==> config.mk <==
export PLATFORM = sky130hd
export DESIGN_NAME = ifid_queue
export DESIGN_NICKNAME = d
export VERILOG_FILES = /design/src/rtl/ifid_queue_pkg.sv /design/src/rtl/ifid_queue_ram.sv /design/src/rtl/ifid_queue.sv
export SDC_FILE = /design/constraint.sdc
export NUM_CORES = 1
export LEC_CHECK = 0
export ABC_AREA = 1
export CAP_MARGIN = 10
export CELL_PAD_IN_SITES_DETAIL_PLACEMENT = 2
export CELL_PAD_IN_SITES_GLOBAL_PLACEMENT = 2
export CORE_MARGIN = 3
export CORE_UTILIZATION = 39
export DETAILED_ROUTE_END_ITERATION = 12
export GPL_TIMING_DRIVEN = 0
export PLACE_DENSITY = 0.78
export SYNTH_ARGS = -nofsm -noshare
export SYNTH_HDL_FRONTEND = slang
export SYNTH_SLANG_ARGS = --single-unit
export TNS_END_PERCENT = 20
==> constraint.sdc <==
create_clock -name CLK -period 8 [get_ports CLK]
set_clock_uncertainty 0.1 [all_clocks]
set_input_delay 1.6 -clock CLK [delete_from_list [all_inputs] [get_ports CLK]]
set_output_delay 1.6 -clock CLK [all_outputs]
set_load 0.02 [all_outputs]
==> src/rtl/ifid_queue_pkg.sv <==
// ============================================================================
// Module   : ifid_queue_pkg
// Brief    : IFID entry geometry and default sizing for the fetch/decode queue.
// Revision : 1.0
// ============================================================================
`default_nettype none

package ifid_queue_pkg;

  localparam int c_DATA_W     = 32;
  localparam int c_DEPTH      = 8;
  localparam int c_NUM_FIELDS = 4;
  localparam int c_ENTRY_W    = c_NUM_FIELDS * c_DATA_W;

  // Field order inside an entry, lowest bits first
  localparam int c_FLD_INSTR1 = 0;
  localparam int c_FLD_INSTR2 = 1;
  localparam int c_FLD_PCA    = 2;
  localparam int c_FLD_CIA    = 3;

  localparam int c_INSTR1_LSB = c_FLD_INSTR1 * c_DATA_W;
  localparam int c_INSTR2_LSB = c_FLD_INSTR2 * c_DATA_W;
  localparam int c_PCA_LSB    = c_FLD_PCA    * c_DATA_W;
  localparam int c_CIA_LSB    = c_FLD_CIA    * c_DATA_W;

  function automatic int field_lsb(input int idx, input int data_w);
    return idx * data_w;
  endfunction

endpackage

`default_nettype wire

==> src/rtl/ifid_queue_ram.sv <==
// ============================================================================
// Module   : ifid_queue_ram
// Brief    : Register array, one synchronous write port, one async read port.
// Revision : 1.0
// ============================================================================
`default_nettype none

module ifid_queue_ram #(
  parameter int DEPTH  = 8,
  parameter int ADDR_W = 3,
  parameter int WIDTH  = 128
) (
  input  logic              CLK,
  input  logic              i_we,
  input  logic [ADDR_W-1:0] i_waddr,
  input  logic [WIDTH-1:0]  i_wdata,
  input  logic [ADDR_W-1:0] i_raddr,
  output logic [WIDTH-1:0]  o_rdata
);

  logic [WIDTH-1:0] r_mem [DEPTH];

  always_ff @(posedge CLK) begin
    if (i_we) begin
      r_mem[i_waddr] <= i_wdata;
    end
  end

  assign o_rdata = r_mem[i_raddr];

endmodule

`default_nettype wire

==> src/rtl/ifid_queue.sv <==
// ============================================================================
// Module   : ifid_queue
// Brief    : First-word-fall-through bundle FIFO between fetch and decode.
// Revision : 1.0
// ============================================================================
`default_nettype none

module ifid_queue
  import ifid_queue_pkg::*;
#(
  parameter int DEPTH  = c_DEPTH,
  parameter int ADDR_W = 3,
  parameter int DATA_W = c_DATA_W
) (
  input  logic              CLK,
  input  logic              RESET,
  input  logic              FLUSH,
  input  logic              pushReq,
  input  logic [DATA_W-1:0] Instr1_in,
  input  logic [DATA_W-1:0] Instr2_in,
  input  logic [DATA_W-1:0] PCA_in,
  input  logic [DATA_W-1:0] CIA_in,
  output logic              full,
  input  logic              popReq,
  output logic              empty,
  output logic [DATA_W-1:0] Instr1_out,
  output logic [DATA_W-1:0] Instr2_out,
  output logic [DATA_W-1:0] PCA_out,
  output logic [DATA_W-1:0] CIA_out,
  output logic [ADDR_W:0]   count,
  output logic              push_drop
);

  localparam int              c_ENTRY_W_P = c_NUM_FIELDS * DATA_W;
  localparam int              c_I1_LSB    = field_lsb(c_FLD_INSTR1, DATA_W);
  localparam int              c_I2_LSB    = field_lsb(c_FLD_INSTR2, DATA_W);
  localparam int              c_PCA_LSB_P = field_lsb(c_FLD_PCA, DATA_W);
  localparam int              c_CIA_LSB_P = field_lsb(c_FLD_CIA, DATA_W);
  localparam logic [ADDR_W:0] c_FULL_CNT  = (ADDR_W+1)'(DEPTH);

  logic [ADDR_W-1:0]      r_wr_ptr;
  logic [ADDR_W-1:0]      r_rd_ptr;
  logic [ADDR_W:0]        r_count;
  logic                   r_full;
  logic                   r_empty;
  logic                   r_push_drop;
  logic                   w_push_ok;
  logic                   w_pop_ok;
  logic [ADDR_W:0]        w_count_nxt;
  logic [c_ENTRY_W_P-1:0] w_wdata;
  logic [c_ENTRY_W_P-1:0] w_rdata;

  assign w_push_ok = pushReq & ~r_full  & ~FLUSH;
  assign w_pop_ok  = popReq  & ~r_empty & ~FLUSH;

  always_comb begin
    w_count_nxt = r_count + (ADDR_W+1)'(w_push_ok) - (ADDR_W+1)'(w_pop_ok);
  end

  always_comb begin
    w_wdata = '0;
    w_wdata[c_I1_LSB    +: DATA_W] = Instr1_in;
    w_wdata[c_I2_LSB    +: DATA_W] = Instr2_in;
    w_wdata[c_PCA_LSB_P +: DATA_W] = PCA_in;
    w_wdata[c_CIA_LSB_P +: DATA_W] = CIA_in;
  end

  ifid_queue_ram #(
    .DEPTH  (DEPTH),
    .ADDR_W (ADDR_W),
    .WIDTH  (c_ENTRY_W_P)
  ) u_ram (
    .CLK     (CLK),
    .i_we    (w_push_ok),
    .i_waddr (r_wr_ptr),
    .i_wdata (w_wdata),
    .i_raddr (r_rd_ptr),
    .o_rdata (w_rdata)
  );

  always_ff @(posedge CLK or negedge RESET) begin
    if (!RESET) begin
      r_wr_ptr    <= '0;
      r_rd_ptr    <= '0;
      r_count     <= '0;
      r_full      <= 1'b0;
      r_empty     <= 1'b1;
      r_push_drop <= 1'b0;
    end else if (FLUSH) begin
      r_wr_ptr    <= '0;
      r_rd_ptr    <= '0;
      r_count     <= '0;
      r_full      <= 1'b0;
      r_empty     <= 1'b1;
      r_push_drop <= 1'b0;
    end else begin
      if (w_push_ok) r_wr_ptr <= r_wr_ptr + ADDR_W'(1);
      if (w_pop_ok)  r_rd_ptr <= r_rd_ptr + ADDR_W'(1);
      r_count     <= w_count_nxt;
      r_full      <= (w_count_nxt == c_FULL_CNT);
      r_empty     <= (w_count_nxt == '0);
      r_push_drop <= pushReq & r_full;
    end
  end

  // Head is gated so a stale array word never leaks out while empty
  assign Instr1_out = r_empty ? '0 : w_rdata[c_I1_LSB    +: DATA_W];
  assign Instr2_out = r_empty ? '0 : w_rdata[c_I2_LSB    +: DATA_W];
  assign PCA_out    = r_empty ? '0 : w_rdata[c_PCA_LSB_P +: DATA_W];
  assign CIA_out    = r_empty ? '0 : w_rdata[c_CIA_LSB_P +: DATA_W];

  assign full      = r_full;
  assign empty     = r_empty;
  assign count     = r_count;
  assign push_drop = r_push_drop;

endmodule

`default_nettype wire
==> report_table.html <==
<table>
<tr><th>Metric</th><th>Value</th></tr>
<tr><th colspan="2">Outcome</th></tr>
<tr><td>Status</td><td>complete, no violations</td></tr>
<tr><th colspan="2">Synthesis</th></tr>
<tr><td>Synthesized instance count</td><td>4146</td></tr>
<tr><td>Synthesis-stage register bit count</td><td>a little over 1k</td></tr>
<tr><td>Yosys warning total</td><td>0</td></tr>
<tr><td>Number of distinct library cells after synthesis</td><td>20</td></tr>
<tr><td>Average cell area after synthesis</td><td>10.6 µm²</td></tr>
<tr><td>Syn_nets</td><td>about 4.3k</td></tr>
<tr><td>Portion of the post-synthesis area used by sequential elements</td><td>0.710</td></tr>
<tr><td>Top cell type by total area after synthesis</td><td>sky130_fd_sc_hd__edfxtp_1</td></tr>
<tr><td>Area of the mapped netlist</td><td>roughly 0.044 mm²</td></tr>
<tr><td>Area contributors post-synth</td><td>sky130_fd_sc_hd__edfxtp_1, sky130_fd_sc_hd__nand2_1, sky130_fd_sc_hd__inv_1</td></tr>
<tr><td>Share of the synthesized area in the top cell type</td><td>0.702</td></tr>
<tr><th colspan="2">Floorplanning</th></tr>
<tr><td>Die Y</td><td>341 µm</td></tr>
<tr><td>Core Rows</td><td>roughly 120</td></tr>
<tr><td>I/O pins</td><td>between 200 and 300</td></tr>
<tr><td>Area of the core</td><td>0.111 mm²</td></tr>
<tr><td>Width of the chip</td><td>approximately 340 µm</td></tr>
<tr><td>Die Outline Area</td><td>~0.12 mm²</td></tr>
<tr><td>Effective utilization at floorplan</td><td>0.395</td></tr>
<tr><th colspan="2">STA</th></tr>
<tr><td>Worst setup margin</td><td>roughly 2.5 ns</td></tr>
<tr><td>Slew of the pin with the lowest slew margin</td><td>0.959 ns</td></tr>
<tr><td>Count of pins over their slew limit</td><td>0</td></tr>
<tr><td>Setup repair after global routing missed its margin</td><td>no</td></tr>
<tr><td>Max frequency</td><td>about 180 MHz</td></tr>
<tr><td>Final hold violations</td><td>0</td></tr>
<tr><td>Fraction of the cycle the final worst path needs</td><td>0.692</td></tr>
<tr><td>Remaining max-slew budget at the tightest pin</td><td>0.359</td></tr>
<tr><td>Setup Viol. Count Final</td><td>0</td></tr>
<tr><td>Minimum clock period</td><td>5.54 ns</td></tr>
<tr><th colspan="2">Worst setup path</th></tr>
<tr><td>CP Capture Type</td><td>output pin</td></tr>
<tr><td>Category of the critical setup timing path</td><td>reg -&gt; out</td></tr>
<tr><td>Flop2flop setup slack</td><td>about 5 ns</td></tr>
<tr><td>Required time of the worst setup path</td><td>roughly 6.3 ns</td></tr>
<tr><td>Highest fanout seen on the critical path</td><td>10</td></tr>
<tr><td>Critical path data arrival time</td><td>around 3.8 ns</td></tr>
<tr><td>Nature of the critical path startpoint</td><td>register</td></tr>
<tr><th colspan="2">Job</th></tr>
<tr><td>Max-capacitance violation count</td><td>0</td></tr>
<tr><th colspan="2">Detailed routing</th></tr>
<tr><td>Number of design-rule violations left by the first detailed-router iteration</td><td>about 2.2k</td></tr>
<tr><td>Total Wirelength</td><td>between 150000 and 200000 µm</td></tr>
<tr><td>Final routed wire length divided by cell count</td><td>about 25 µm</td></tr>
<tr><td>Number of routed nets with antenna violations</td><td>0</td></tr>
<tr><td>Vias per cell</td><td>5.20</td></tr>
<tr><td>Routed vias</td><td>around 32k</td></tr>
<tr><td>Detailed-routing iteration count for the pre-antenna-repair pass</td><td>5</td></tr>
<tr><td>DRC violation count after routing</td><td>0</td></tr>
<tr><th colspan="2">Worst hold path</th></tr>
<tr><td>Worst min path class</td><td>reg -&gt; reg</td></tr>
<tr><th colspan="2">Clocking</th></tr>
<tr><td>Clock sink count</td><td>between 1k and 1.5k</td></tr>
<tr><td>Source-to-sink clock delay at the later pin of the worst-skew pair</td><td>approximately 0.70 ns</td></tr>
<tr><td>Post-cts repair resize count</td><td>0</td></tr>
<tr><td>CTS Buf Count</td><td>116</td></tr>
<tr><td>Number of buffers on the longest clock path</td><td>3</td></tr>
<tr><td>CTS root buf</td><td>sky130_fd_sc_hd__clkbuf_16</td></tr>
<tr><td>CTS clk-pin slew, worst paths</td><td>0.06 ns</td></tr>
<tr><td>H-Tree Level Count</td><td>3</td></tr>
<tr><td>Post-CTS setup-driven buffer insertion count</td><td>0</td></tr>
<tr><td>TritonCTS clock tree</td><td>built</td></tr>
<tr><td>Hold buffers post-CTS</td><td>0</td></tr>
<tr><th colspan="2">Final layout</th></tr>
<tr><td>Final core occ</td><td>0.479</td></tr>
<tr><td>Share of post-route cells with drive strength above 1</td><td>0.0779</td></tr>
<tr><td>Post-Layout Inst Area</td><td>between 0.05 and 0.06 mm²</td></tr>
<tr><td>Count of nets after finishing</td><td>around 4.7k</td></tr>
<tr><td>Layout overhead on the synthesized area</td><td>21.3%</td></tr>
<tr><td>Commonest cells after routing, fill and taps aside</td><td>sky130_fd_sc_hd__nand2_1, sky130_fd_sc_hd__edfxtp_1, sky130_fd_sc_hd__inv_1, sky130_fd_sc_hd__nand3_1, sky130_fd_sc_hd__clkdlybuf4s50_1</td></tr>
<tr><td>Most common cell after layout, fill and taps aside</td><td>sky130_fd_sc_hd__nand2_1</td></tr>
<tr><th colspan="2">GRT</th></tr>
<tr><td>Pin count of the biggest net entering global routing</td><td>28</td></tr>
<tr><td>Gr usage total</td><td>0.268</td></tr>
<tr><td>Wire length of the first global-routing pass</td><td>231000 µm</td></tr>
<tr><td>Antenna violations before repair</td><td>16</td></tr>
<tr><td>Total overflow reported by the global router</td><td>0</td></tr>
<tr><td>Number of global-route vias before repair</td><td>roughly 36k</td></tr>
<tr><th colspan="2">Place</th></tr>
<tr><td>Total of buffers placed on input and output ports</td><td>around 270</td></tr>
<tr><td>Post-Place Cell Area</td><td>0.0494 mm²</td></tr>
<tr><td>DP Worst Slack</td><td>roughly 3 ns</td></tr>
<tr><td>Final weighted congestion of routability-driven global placement</td><td>0.758</td></tr>
<tr><td>HPWL after DPL</td><td>just over 100000 µm</td></tr>
<tr><th colspan="2">Power</th></tr>
<tr><td>Power Density</td><td>295 mW/mm²</td></tr>
<tr><td>Leakage component of the power</td><td>approximately 0.022 µW</td></tr>
<tr><td>Peak VDD IR</td><td>about 170 µV</td></tr>
<tr><td>Total power of the final layout</td><td>15700 µW</td></tr>
</table>
[critical path: stages (launching register included)]
cell and delay, ns:
sky130_fd_sc_hd__dfstp_2 0.39, sky130_fd_sc_hd__inv_1 0.24, sky130_fd_sc_hd__clkbuf_2 0.62, sky130_fd_sc_hd__clkbuf_1 0.61
sky130_fd_sc_hd__nand2_1 0.15, sky130_fd_sc_hd__nor2_1 0.39, sky130_fd_sc_hd__clkdlybuf4s50_1 0.72
[registers in the layout, indices dropped and copies added, names as in the netlist]
register and cells:
empty 1, full 1, push_drop 1, r_wr_ptr 3, r_rd_ptr 3, count 4
u_ram.r_mem 1024
[cell usage after synthesis, drive strengths merged]
cell and instances:
a21oi 130, buf 177, clkbuf 35, dfrtp 12
dfstp 1, edfxtp 1024, fa 1, ha 6
inv 534, nand2 1556, nand3 391, nor2 269
nor3 1, o21ai 7, or2 1, xnor2 1
[report_power, final]
part           total [µW]  internal [µW]  switching (µW)  leakage [µW]
clock                5320           3120            2200       0.00180
combinational        4120           1290            2830        0.0107
sequential           6250           6190            60.4       0.00942
[cell type report]
class	count	area, µm²
clock inverter	58	562
fill	11400	57800
inverter	534	2010
buffer	212	1100
clock buffer	151	3140
antenna	8	20.0
timing repair buffer	315	3700
tap	1488	1860
sequential	1037	31100
multi-input combinational	2363	9670
[per-stage QoR]
stage	hold WS (ns)	setup TNS [ns]	cells
2_1_floorplan	0.451	-68.67	4146
3_3_place_gp	0.474	-6793.45	5901
3_5_place_dp	0.493	0	5949
4_1_cts	0.505	0	6158
5_1_grt	0.561	0	6162
6_report	0.502	0	6166
[logic make-up (layout without fill, tap and decap cells)]
family                   after synthesis  in the layout  share of synthesized area
other                                  0              8                          0
AND/OR/NAND/NOR                     2218           2218                      0.201
buffers and inverters                746           1270                     0.0709
adder cells (fa/ha/maj)                7              7                    0.00217
flip-flops                          1037           1037                      0.710
XOR/XNOR                               1              1                   0.000200
AO/OA/AOI/OAI                        137            137                     0.0157
[worst paths after layout]
check	start	end	cells after the start
setup / recovery	empty	Instr1_out[30]	6
hold / removal	full	push_drop	2
setup reg to reg	full	u_ram.r_mem[5][53]	10
hold reg to reg	full	push_drop	2
max in group asynchronous	RESET	r_wr_ptr[2]	1
min in group asynchronous	RESET	count[3]	1
[routing by layer]
layer,vias up,part of all wire,GRT usage
li1,14300,-,-
met2,943,0.52,0.483
met1,16500,0.39,0.325
met5,-,0.00066,0
met3,270,0.058,0.0471
met4,14,0.031,0.0872
No activity file was read; power rests on OpenSTA's default activity.
